[config.mk]
export PLATFORM = sky130hd
export DESIGN_NAME = scie_arbiter
export DESIGN_NICKNAME = d
export VERILOG_FILES = /design/src/rtl/scie_arb_pkg.sv /design/src/rtl/scie_rr_arbiter.sv /design/src/rtl/scie_arbiter.sv
export SDC_FILE = /design/constraint.sdc
export NUM_CORES = 1
export LEC_CHECK = 0
export ABC_CLOCK_PERIOD_IN_PS = 1800
export CAP_MARGIN = 20
export CORE_AREA = 5 5 139 141
export DETAILED_ROUTE_END_ITERATION = 8
export DIE_AREA = 0 0 144 146
export PLACE_DENSITY = 0.81
export SLEW_MARGIN = 25
export SYNTH_ARGS = -nofsm -noshare
export SYNTH_HDL_FRONTEND = slang
export SYNTH_SLANG_ARGS = --single-unit
[constraint.sdc]
create_clock -name clock -period 1.8 [get_ports clock]
set_clock_uncertainty 0.1 [all_clocks]
set_input_delay 0.18 -clock clock [delete_from_list [all_inputs] [get_ports clock]]
set_output_delay 0.18 -clock clock [all_outputs]
set_load 0.01 [all_outputs]
[src/rtl/scie_arb_pkg.sv]
// Shared types and constants for the SCIE arbiter: filter opcodes, the
// in-flight tracking entry and the lock-state encoding.
package scie_arb_pkg;

  localparam logic [6:0] OP_LOAD_COEF = 7'h0B;
  localparam logic [6:0] OP_PUSH      = 7'h2B;
  localparam logic [6:0] OP_READ      = 7'h5B;

  localparam int OPC_LSB = 0;
  localparam int OPC_MSB = 6;

  // Wide enough for the largest supported requester count (8).
  localparam int ID_W = 3;

  typedef struct packed {
    logic            valid;
    logic [ID_W-1:0] id;
  } inflight_t;

  typedef enum logic {
    UNLOCKED = 1'b0,
    LOCKED   = 1'b1
  } lock_state_t;

  function automatic logic [6:0] insn_opcode(input logic [31:0] insn);
    return insn[OPC_MSB:OPC_LSB];
  endfunction

endpackage

[src/rtl/scie_rr_arbiter.sv]
// Masked round-robin grant. Picks the first requester that is both valid and
// unmasked, searching upward from rr and wrapping. Purely combinational; the
// pointer and the lock mask are owned by the parent.
module scie_rr_arbiter
  import scie_arb_pkg::*;
#(
  parameter int NREQ = 2,
  parameter int IDW  = $clog2(NREQ)
) (
  input  logic [NREQ-1:0] valid,
  input  logic [NREQ-1:0] mask,
  input  logic [IDW-1:0]  rr,
  output logic [NREQ-1:0] grant,
  output logic [IDW-1:0]  grant_id
);

  logic [NREQ-1:0] eligible;
  int              idx;

  assign eligible = valid & mask;

  // Scan from farthest to nearest so the candidate closest to rr wins last.
  always_comb begin
    grant    = '0;
    grant_id = '0;
    idx      = 0;
    for (int k = NREQ - 1; k >= 0; k--) begin
      idx = (int'(rr) + k) % NREQ;
      if (eligible[IDW'(idx)]) begin
        grant              = '0;
        grant[IDW'(idx)]   = 1'b1;
        grant_id           = IDW'(idx);
      end
    end
  end

endmodule

[src/rtl/scie_arbiter.sv]
// Shares one SCIEPipelined unit among NREQ requesters. Round-robin grant with
// optional per-requester lock so multi-op filter sequences stay contiguous.
// Responses return in issue order LATENCY+1 cycles after the op leaves on
// scie_*. Define SCIE_ARB_TIMEOUT_EN to force-release a lock whose owner
// stays idle for LOCK_TIMEOUT cycles (sets sticky timeout_err).
module scie_arbiter
  import scie_arb_pkg::*;
#(
  parameter int NREQ         = 2,
  parameter int LATENCY      = 1,
  parameter int LOCK_TIMEOUT = 16
) (
  input  logic                   clock,
  input  logic                   reset,
  input  logic [NREQ-1:0]        req_valid,
  output logic [NREQ-1:0]        req_ready,
  input  logic [NREQ-1:0]        req_lock,
  input  logic [NREQ*32-1:0]     req_insn,
  input  logic [NREQ*32-1:0]     req_rs1,
  input  logic [NREQ*32-1:0]     req_rs2,
  output logic [NREQ-1:0]        resp_valid,
  output logic [31:0]            resp_rd,
  output logic                   scie_valid,
  output logic [31:0]            scie_insn,
  output logic [31:0]            scie_rs1,
  output logic [31:0]            scie_rs2,
  input  logic [31:0]            scie_rd,
  output logic [$clog2(NREQ):0]  lock_owner,
  output logic                   timeout_err
);

  localparam int IDW = $clog2(NREQ);

  lock_state_t            state_q, state_d;
  logic [IDW-1:0]         owner_q, owner_d;
  logic [IDW-1:0]         rr_q, rr_d;
  logic [NREQ-1:0]        mask, grant;
  logic [IDW-1:0]         acc_id;
  logic                   accept;
  logic [31:0]            sel_insn, sel_rs1, sel_rs2;
  inflight_t [LATENCY:0]  pipe_q;

`ifdef SCIE_ARB_TIMEOUT_EN
  localparam int              TW       = $clog2(LOCK_TIMEOUT + 1);
  localparam logic [TW-1:0]   TMR_LOAD = TW'(LOCK_TIMEOUT - 1);
  logic [TW-1:0]              tmr_q, tmr_d;
  logic                       err_q, err_d;
`endif

  function automatic logic [IDW-1:0] inc_id(input logic [IDW-1:0] id);
    return (id == IDW'(NREQ - 1)) ? '0 : id + IDW'(1);
  endfunction

  // While locked only the owner is eligible.
  always_comb begin
    mask = '1;
    if (state_q == LOCKED) begin
      mask          = '0;
      mask[owner_q] = 1'b1;
    end
  end

  scie_rr_arbiter #(
    .NREQ (NREQ),
    .IDW  (IDW)
  ) u_rr (
    .valid    (req_valid),
    .mask     (mask),
    .rr       (rr_q),
    .grant    (grant),
    .grant_id (acc_id)
  );

  // ready is suppressed while reset is held so nothing is accepted in reset.
  assign req_ready = grant & {NREQ{reset}};
  assign accept    = |req_ready;

  // Route the granted requester's payload toward the SCIE inputs.
  always_comb begin
    sel_insn = '0;
    sel_rs1  = '0;
    sel_rs2  = '0;
    for (int i = 0; i < NREQ; i++) begin
      if (grant[i]) begin
        sel_insn = req_insn[32*i +: 32];
        sel_rs1  = req_rs1[32*i +: 32];
        sel_rs2  = req_rs2[32*i +: 32];
      end
    end
  end

  // Lock FSM and round-robin pointer next-state.
  always_comb begin
    state_d = state_q;
    owner_d = owner_q;
    rr_d    = rr_q;
`ifdef SCIE_ARB_TIMEOUT_EN
    tmr_d   = tmr_q;
    err_d   = err_q;
`endif
    case (state_q)
      UNLOCKED: begin
        if (accept) begin
          rr_d = inc_id(acc_id);
          if (req_lock[acc_id]) begin
            state_d = LOCKED;
            owner_d = acc_id;
`ifdef SCIE_ARB_TIMEOUT_EN
            tmr_d   = TMR_LOAD;
`endif
          end
        end
      end
      LOCKED: begin
        if (accept) begin
          rr_d = inc_id(acc_id);
`ifdef SCIE_ARB_TIMEOUT_EN
          tmr_d = TMR_LOAD;
`endif
          if (!req_lock[acc_id]) state_d = UNLOCKED;
        end
`ifdef SCIE_ARB_TIMEOUT_EN
        else if (!req_valid[owner_q]) begin
          if (tmr_q == '0) begin
            state_d = UNLOCKED;
            rr_d    = inc_id(owner_q);
            err_d   = 1'b1;
          end else begin
            tmr_d = tmr_q - TW'(1);
          end
        end
`endif
      end
      default: state_d = UNLOCKED;
    endcase
  end

  // Arbitration state registers.
  always_ff @(posedge clock or negedge reset) begin
    if (!reset) begin
      state_q <= UNLOCKED;
      owner_q <= '0;
      rr_q    <= '0;
    end else begin
      state_q <= state_d;
      owner_q <= owner_d;
      rr_q    <= rr_d;
    end
  end

`ifdef SCIE_ARB_TIMEOUT_EN
  // Idle-owner timer and sticky forced-unlock flag.
  always_ff @(posedge clock or negedge reset) begin
    if (!reset) begin
      tmr_q <= '0;
      err_q <= 1'b0;
    end else begin
      tmr_q <= tmr_d;
      err_q <= err_d;
    end
  end

  assign timeout_err = err_q;
`else
  assign timeout_err = 1'b0;
`endif

  assign lock_owner = (state_q == LOCKED) ? {1'b1, owner_q} : '0;

  // Registered issue to the SCIE unit; payload holds between ops.
  always_ff @(posedge clock or negedge reset) begin
    if (!reset) begin
      scie_valid <= 1'b0;
      scie_insn  <= '0;
      scie_rs1   <= '0;
      scie_rs2   <= '0;
    end else begin
      scie_valid <= accept;
      if (accept) begin
        scie_insn <= sel_insn;
        scie_rs1  <= sel_rs1;
        scie_rs2  <= sel_rs2;
      end
    end
  end

  // In-flight tracker: stage 0 lines up with scie_valid, stage LATENCY with scie_rd.
  always_ff @(posedge clock or negedge reset) begin
    if (!reset) begin
      pipe_q <= '0;
    end else begin
      pipe_q[0] <= inflight_t'{valid: accept, id: ID_W'(acc_id)};
      for (int s = 1; s <= LATENCY; s++) pipe_q[s] <= pipe_q[s-1];
    end
  end

  // Capture scie_rd and strobe the issuer of the op leaving the tracker.
  always_ff @(posedge clock or negedge reset) begin
    if (!reset) begin
      resp_valid <= '0;
      resp_rd    <= '0;
    end else begin
      for (int i = 0; i < NREQ; i++)
        resp_valid[i] <= pipe_q[LATENCY].valid && (pipe_q[LATENCY].id == ID_W'(i));
      if (pipe_q[LATENCY].valid) resp_rd <= scie_rd;
    end
  end

endmodule
# After elaboration in Yosys (flattened, before gate mapping)
# Index checks and enable logic that the tools add are counted.
# totals
ff_bits	137
input_bits	230
ramBits	0
latchBits	0
memories	0
mem_bits_ro	0
# op_classes
add_sub_neg	2
n_eq_ne	0
bitwise	3
n_reduce_logical	8
muxes	30
magnitude_cmp	7
n_div	0
n_mul	0
shifts	0
# op_table
cell	count
32-bit 2-to-1 mux	6
1-bit 2-to-1 mux	17
1-bit by 3-bit less-than comparator with 1-bit output, second input constant	2
2-bit 2-to-1 mux	3
1-bit logical AND	5
1-bit by 2-bit less-than comparator with 1-bit output, second input constant	2
1-bit demux with 1-bit select	3
1-bit greater-or-equal comparator, second input constant	3
3-bit logical NOT	1
3-bit AND reduction	1
1-bit adder, second input constant	2
2-bit bitwise AND	1
1-bit one-hot mux with 2 select lines	1
2-bit OR reduction	1
1-bit bitwise AND	1
1-bit NOT	1

# Depth between registers and ports, before layout
# Gate-level depths: netlist of run 1.
# logic_depth
word_depth	15
depth_mapped	7
depth_no_buf	3

# By module
# From an unflattened synthesis of run 1, not the netlist that was laid out.
# hier_totals
cells_unflattened	649
hier_area_um2	6658.9
# modules_own_cells
module	instances	cells_each	area_each_um2	seq_area_each_um2
scie_arbiter	1	645	6631.4	3428.3
scie_rr_arbiter	1	4	27.5	0.0

# Worst setup path before layout of run 1
# No wires, ideal clock.
# synth_timing
path_kind	reg2reg
from	register with a tool-made name
to	register scie_rs2[16]
period_less_slack_ns	1.729
required_ns	1.575
path_slack_ns	0.071
stages_incl_launch_ff	7
t_arrival_ns	1.504
cell_sequence	dfrtp_1 > nand2_1 > or3b_1 > buf_2 > buf_6 > buf_6 > mux2_4
# synth_rtl
item	line_no	rtl
end signal: assignment	scie_arbiter.sv:182	scie_rs2 <= sel_rs2;
end: declaration	scie_arbiter.sv:26	output logic [31:0] scie_rs2,

==> results of run 1 <==
-- synth_stat cells --
master    instances  area, um^2
clkbuf_1          4       15.01
mux2_2          110        1239
or3b_1            1       8.760
buf_4             4       30.03
conb_1            1       3.750
o21bai_1          1       7.510
inv_1             3       11.26
dfrtp_1         137        3428
nand2_1           2       7.510
nor2b_1           1       6.260
and3_1            1       6.260
mux2_4           19       285.3
and2_1            1       6.260
buf_6             3       33.78
o41a_1            1       11.26
buf_2             8       40.04
-- how the worst max path moves through the flow --
stage	to	slack [ns]
2_1_floorplan	scie_rs2[16]	0.07
3_3_place_gp	req_ready[0]	-0.23
3_5_place_dp	scie_rs2[16]	-0.23
4_1_cts	scie_rs2[16]	0.003
5_1_grt	req_ready[0]	-0.06
6_report	scie_rs2[30]	0.007
-- routing by layer --
layer | global-route usage | vias to the layer above
met1 | 0.1516 | 1717
met2 | 0.2265 | 168
met4 | 0.04143 | 0
li1 | - | 1595
met5 | 0 | -
met3 | 0.05028 | 12
-- sequential cells by signal (all words and copies together) (netlist names), named ones only --
| signal | cells |
|---|---|
| resp_valid | 2 |
| scie_rs2 | 32 |
| owner_q | 1 |
| rr_q | 1 |
| resp_rd | 32 |
| scie_insn | 32 |
| scie_rs1 | 32 |
| pipe_q | 4 |
-- stage by stage --
step	area (um^2)	hold slack, ns
floorplan	5144	-0.2156
global placement	8045	0.2376
detailed placement	8045	0.2373
CTS	8696	0.04212
global route	8746	0.06340
finish	8746	0.05903
-- cell families (layout without fill, tap and decap cells) --
| kind of cell | count (synthesis) | after routing | share of synthesized area |
|---|---|---|---|
| AOI/OAI and AO/OA | 2 | 2 | 0.003652 |
| buffers and inverters | 22 | 312 | 0.02532 |
| DFF | 137 | 137 | 0.6670 |
| muxes | 129 | 129 | 0.2965 |
| other | 1 | 2 | 0.0007296 |
| and+or+nand+nor | 6 | 6 | 0.006819 |
-- worst register-to-register path: stages, from the launching register on --
cell and delay, ns:
dfrtp_1 0.39, nand2_2 0.09, or3b_4 0.44, clkbuf_16 0.29, mux2_4 0.36
-- cell usage in the layout, fill, tap and decap left out --
master             n
buf_12             1
buf_6              2
nor2b_1            1
clkinvlp_4         1
clkbuf_8           4
inv_6              2
o41a_1             1
bufinv_16          3
mux2_2           109
conb_1             2
dlygate4sd3_1      1
or3b_4             1
mux2_4            20
clkinv_2           1
nand2_2            1
o21bai_1           1
clkdlybuf4s50_1  262
dfrtp_1          137
clkinv_4           2
buf_4              9
buf_16             1
nand2_1            1
and2_1             1
dlygate4sd2_1      1
inv_1              2
and3_1             1
clkbuf_1           1
inv_2              1
clkbuf_16         18
-- power by group --
part	internal [W]	total, W	switching, W
combinational	0.00141	0.00211	0.000692
sequential	0.00356	0.00382	0.000262
clock	0.00233	0.00360	0.00127
-- repair_timing --
action,in CTS,in global routing
cloned,0,1
pin swaps,0,1
resized for setup,8,2
endpoints found under the hold margin,137,0
setup endpoints to repair,66,98
buffers inserted,2,2
hold buffers,1,0
-- final cells by class --
cell class,count,area (um^2),share of cell area
flip-flops and latches,137,3428,0.3920
repair buffers,278,2804,0.3206
multi-input cells,139,1594,0.1823
clock buffers,22,484.2,0.05536
well taps,229,286.5,0.03276
clock inverters,9,137.6,0.01574
inverters,3,11.26,0.001288
==> results.py, run 1 <==
metrics = {
    "status": {
        "outcome": "complete, no violations",
    },
    "clocking": {
        "cts_tree": "done",
        "cts.sinks": 137,
        "cts_htree_levels": 4,
        "cts.clk_slew.worst_paths_ns": 0.06,
        "ctsRootBufferMaster": "clkbuf_16",
        "clock_insertion_delay_worst_skew_ns": 0.40,
        "clock_path_buffers": 2,
        "cts_buffers": 17,
    },
    "sta": {
        "maxSlewHeadroom": 0.5124,
        "final-hold-violation-count": 0,
        "tns_ns": 0,
        "worst_slack_ns": 0.006627,
        "max_freq_ghz": 0.5576,
        "rsz0062_at_grt": "true",
        "fin_crit_sh": 0.9963,
        "setup_viol": 0,
        "finalMaxSlewViolations": 0,
        "period_minus_slack_ns": 1.793,
        "max_slew.worst_pin.slew_ns": 0.7313,
    },
    "min_path": {
        "hold_path_startpoint": "reset",
        "whs_path_depth": 4,
        "min_to": "rr_q",
        "min_path_type": "in2reg",
    },
    "setup_path": {
        "critical_path.endpoint_type": "register",
        "cp_max_fo": 48,
        "path_cells": "nand2_2 -> or3b_4 -> clkbuf_16 -> mux2_4",
        "crit_family": "simple AND/OR/NAND/NOR gates",
        "r2r_slack_ns": 0.007,
        "cp.required_ns": 1.98,
        "crit_type": "reg2reg",
        "r2r_cells": 4,
        "start_kind": "register",
        "critPathSlowestCell": "or3b_4",
        "slowest_delay_ns": 0.44,
        "path_buf_inv": 1,
        "cp_num_cells": 4,
        "worstReg2RegEnd": "scie_rs2[30]",
        "arrival_ns": 1.98,
    },
    "route": {
        "viasPerCell": 4.274,
        "drcViolationCount": 0,
        "dr.pass1.iters": 4,
        "met1Wirelength_mm": 5.308,
        "ant_nets": 0,
        "vias": 3492,
        "dr_wl_met3_mm": 1.304,
        "dr_wl_met2_mm": 7.289,
        "highest_layer": "met4",
        "routedWlPerCell_um": 17.22,
        "drt-initial-drc-count": 57,
        "wl_mm": 14.07,
    },
    "power_and_ir_drop": {
        "finalPower_w": 0.009529,
        "p_per_area_nw_per_um2": 1089,
        "vdd_drop_max_uv": 640.3,
        "leakage_nw": 3.935,
    },
    "logic_synthesis": {
        "synth.distinct_cells": 16,
        "syn-instance-count": 297,
        "synthesis.area_um2": 5140,
        "ys_seq_area_frac": 0.6670,
        "synth.avg_cell_area_um2": 17.31,
        "yosys_warnings": 0,
        "ys_seq_elements": 137,
    },
    "floorplanning": {
        "coreArea_um2": 17840,
        "die-area_um2": 21020,
        "num_rows": 49,
        "die_y_um": 146,
        "die_x_um": 144,
        "pin_count": 366,
        "initial_core_util": 0.2881,
    },
    "placed_design": {
        "placed_cells_incl_taps": 780,
        "dp_slack_ns": -0.2314,
        "hpwl_mm": 10.22,
        "numPortBuffers": 265,
        "place_congestion": 0.7635,
    },
    "cells_and_area": {
        "fillers": 1510,
        "finalNetCount": 806,
        "diodes": 0,
        "syn2layout_area_growth_pct": 70.16,
        "utilization": 0.4902,
        "final_cells": 817,
        "drive_gt1_frac": 0.2993,
    },
    "job": {
        "drv_cap": 0,
    },
    "global_route": {
        "antenna_found_initial": 0,
        "grt_pass1_wl_mm": 21.74,
        "grt_overflow": 0,
        "grt_max_degree": 138,
        "grt_pass1_vias": 4040,
        "grt_use_total": 0.1322,
    },
}
No activity file was read; power rests on OpenSTA's default activity.
==> inputs of run 2 (changes only) <==
- ABC_CLOCK_PERIOD_IN_PS: 1800 -> 1900
- PLACE_DENSITY: 0.81 -> 0.79
- SLEW_MARGIN: 25 -> 20
- clock period: 1.8 -> 1.9 ns (I/O delays scaled with it)
==> run 2 against run 1 <==
Core utilization fell by 0.52 points; critical path depth did not move; clock power fell by 12%; global-route usage rose by 0.38 points; non-clock buffer count fell by 1; critical path type is now reg2out; largest cell class unchanged.
==> results.py, run 2 (same netlist as run 1, synthesis figures left out) <==
metrics = {
    "clocking": {
        "cts_tree": "done",
        "clock_insertion_delay_worst_skew_ns": 0.41,
        "clock_path_buffers": 2,
        "cts.sinks": 137,
        "cts.clk_slew.worst_paths_ns": 0.06,
        "postCtsSetupRepairBufs": 0,
        "ctsRootBufferMaster": "clkbuf_16",
        "cts_buffers": 17,
        "cts_htree_levels": 4,
    },
    "power_and_ir_drop": {
        "swShare": 0.2498,
        "comb_power_share": 0.228,
        "finalPower_w": 0.008772,
        "p_switching_w": 0.002191,
        "vdd_drop_max_uv": 634.9,
        "leakage_nw": 3.877,
        "p_per_area_nw_per_um2": 1014,
        "p_clk_frac": 0.361,
        "p_seq_frac": 0.411,
        "p_int_w": 0.006581,
    },
    "cells_and_area": {
        "final_cell_mix": "262 x clkdlybuf4s50_1, 137 x dfrtp_1, 110 x mux2_2",
        "finalNetCount": 805,
        "drive_gt1_frac": 0.2959,
        "syn2layout_area_growth_pct": 68.35,
        "utilization": 0.4850,
        "diodes": 0,
        "final_common_cell": "clkdlybuf4s50_1",
        "final_cells": 817,
    },
    "sta": {
        "max_slew.worst_pin.slew_ns": 0.7438,
        "max_freq_ghz": 0.5575,
        "period_minus_slack_ns": 1.794,
        "fin_crit_sh": 0.9441,
        "rsz0062_at_grt": "false",
        "maxSlewHeadroom": 0.5041,
        "finalMaxSlewViolations": 0,
        "setup_viol": 0,
        "final-hold-violation-count": 0,
    },
    "min_path": {
        "min_to": "owner_q",
        "whs_path_depth": 3,
        "hold_path_startpoint": "reset",
        "min_path_type": "in2reg",
    },
    "floorplanning": {
        "die_x_um": 144,
        "pin_count": 366,
        "coreArea_um2": 17840,
        "num_rows": 49,
        "initial_core_util": 0.2881,
        "die-area_um2": 21020,
        "die_y_um": 146,
    },
    "placed_design": {
        "placed_cells_incl_taps": 783,
        "numPortBuffers": 265,
        "hpwl_mm": 10.52,
        "place_congestion": 0.7130,
    },
    "route": {
        "ant_nets": 0,
        "viasPerCell": 4.271,
        "vias": 3489,
        "wl_mm": 14.01,
        "routedWlPerCell_um": 17.15,
        "drt-initial-drc-count": 118,
        "dr.pass1.iters": 3,
        "drcViolationCount": 0,
    },
    "global_route": {
        "grt_pass1_wl_mm": 22.29,
        "antenna_found_initial": 0,
        "grt_max_degree": 138,
        "grt_use_total": 0.1360,
        "grt_overflow": 0,
        "grt_pass1_vias": 4039,
    },
    "setup_path": {
        "start_kind": "register",
        "reg2reg_from": "owner_q",
        "cp_max_fo": 3,
        "critical_path.endpoint_type": "output pin",
        "r2r_slack_ns": 0.11,
        "crit_type": "reg2out",
        "r2r_cells": 5,
        "arrival_ns": 1.50,
        "cp.required_ns": 1.61,
        "worstReg2RegEnd": "scie_rs2[18]",
    },
    "status": {
        "outcome": "complete, no violations",
    },
    "job": {
        "drv_cap": 0,
    },
}
==> run 2: changes by cell type in the layout (fill, tap and decap cells not counted), moves of 2 or more <==
cell	previous run	this run
bufinv_16	3	1
clkbuf_8	4	2
clkinvlp_4	1	4
clkinv_2	1	3
==> run 2: critical path, cell delays in order, from the launching register on <==
cell and delay (ns):
dfrtp_1 0.39, nand2_1 0.08, or3b_4 0.39, inv_1 0.09, buf_2 0.14
==> run 2: routing by layer <==
metal / wire length, um / share of wire / track usage / vias to the layer above
met4: 255 / 0.018 / 0.05367 / 0
li1: - / - / - / 1580
met3: 1394 / 0.10 / 0.05324 / 16
met2: 6825 / 0.49 / 0.2188 / 163
met5: 0 / 0 / 0 / -
met1: 5535 / 0.40 / 0.1628 / 1730
==> run 2: layout make-up <==
cell class | count | area [um^2]
clock inverter | 13 | 118.9
inverter | 3 | 11.26
sequential | 137 | 3428
multi-input combinational | 139 | 1588
tap | 229 | 286.5
timing repair buffer | 277 | 2768
clock buffer | 19 | 452.9
fill | 1508 | 9188
==> run 2: power by group through the flow <==
| stage | combinational [W] | clock (W) | sequential [W] |
|---|---|---|---|
| after floorplan | 0.000429 | 0 | 0.00385 |
| after global placement | 0.00199 | 0 | 0.00363 |
| after detailed placement | 0.00202 | 0 | 0.00366 |
| after CTS | 0.00204 | 0.00327 | 0.00361 |
| after global routing | 0.00214 | 0.00340 | 0.00367 |
| final | 0.00200 | 0.00317 | 0.00361 |
==> run 2: timing repair <==
action | in CTS | in global routing
endpoints found under the setup margin | 2 | 0
gates resized for setup | 5 | 0
endpoints found under the hold margin | 138 | 0
hold buffers | 2 | 0
==> run 2: how the worst max path moves through the flow <==
stage                     cells past startpoint  slack [ns]      endpoint         start
after global routing                          4       0.004  req_ready[0]       owner_q
after detailed placement                      5       -0.27  req_ready[0]  req_valid[0]
after floorplan                               6        0.17  scie_rs2[16]      register
after global placement                        5       -0.24  req_ready[0]  req_valid[0]
after CTS                                     4        0.06  req_ready[0]       owner_q
final                                         4        0.11  req_ready[0]       owner_q
==> run 2: through the flow <==
stage               hold WS, ns  setup slack [ns]  TNS, ns  cell area [um^2]
floorplan               -0.2056            0.1708        0              5144
global placement         0.2689           -0.2426   -13.75              8068
detailed placement       0.2697           -0.2661   -18.00              8068
CTS                     0.02926           0.06399        0              8653
global route            0.06163          0.003775        0              8653
finish                  0.04377            0.1062        0              8653
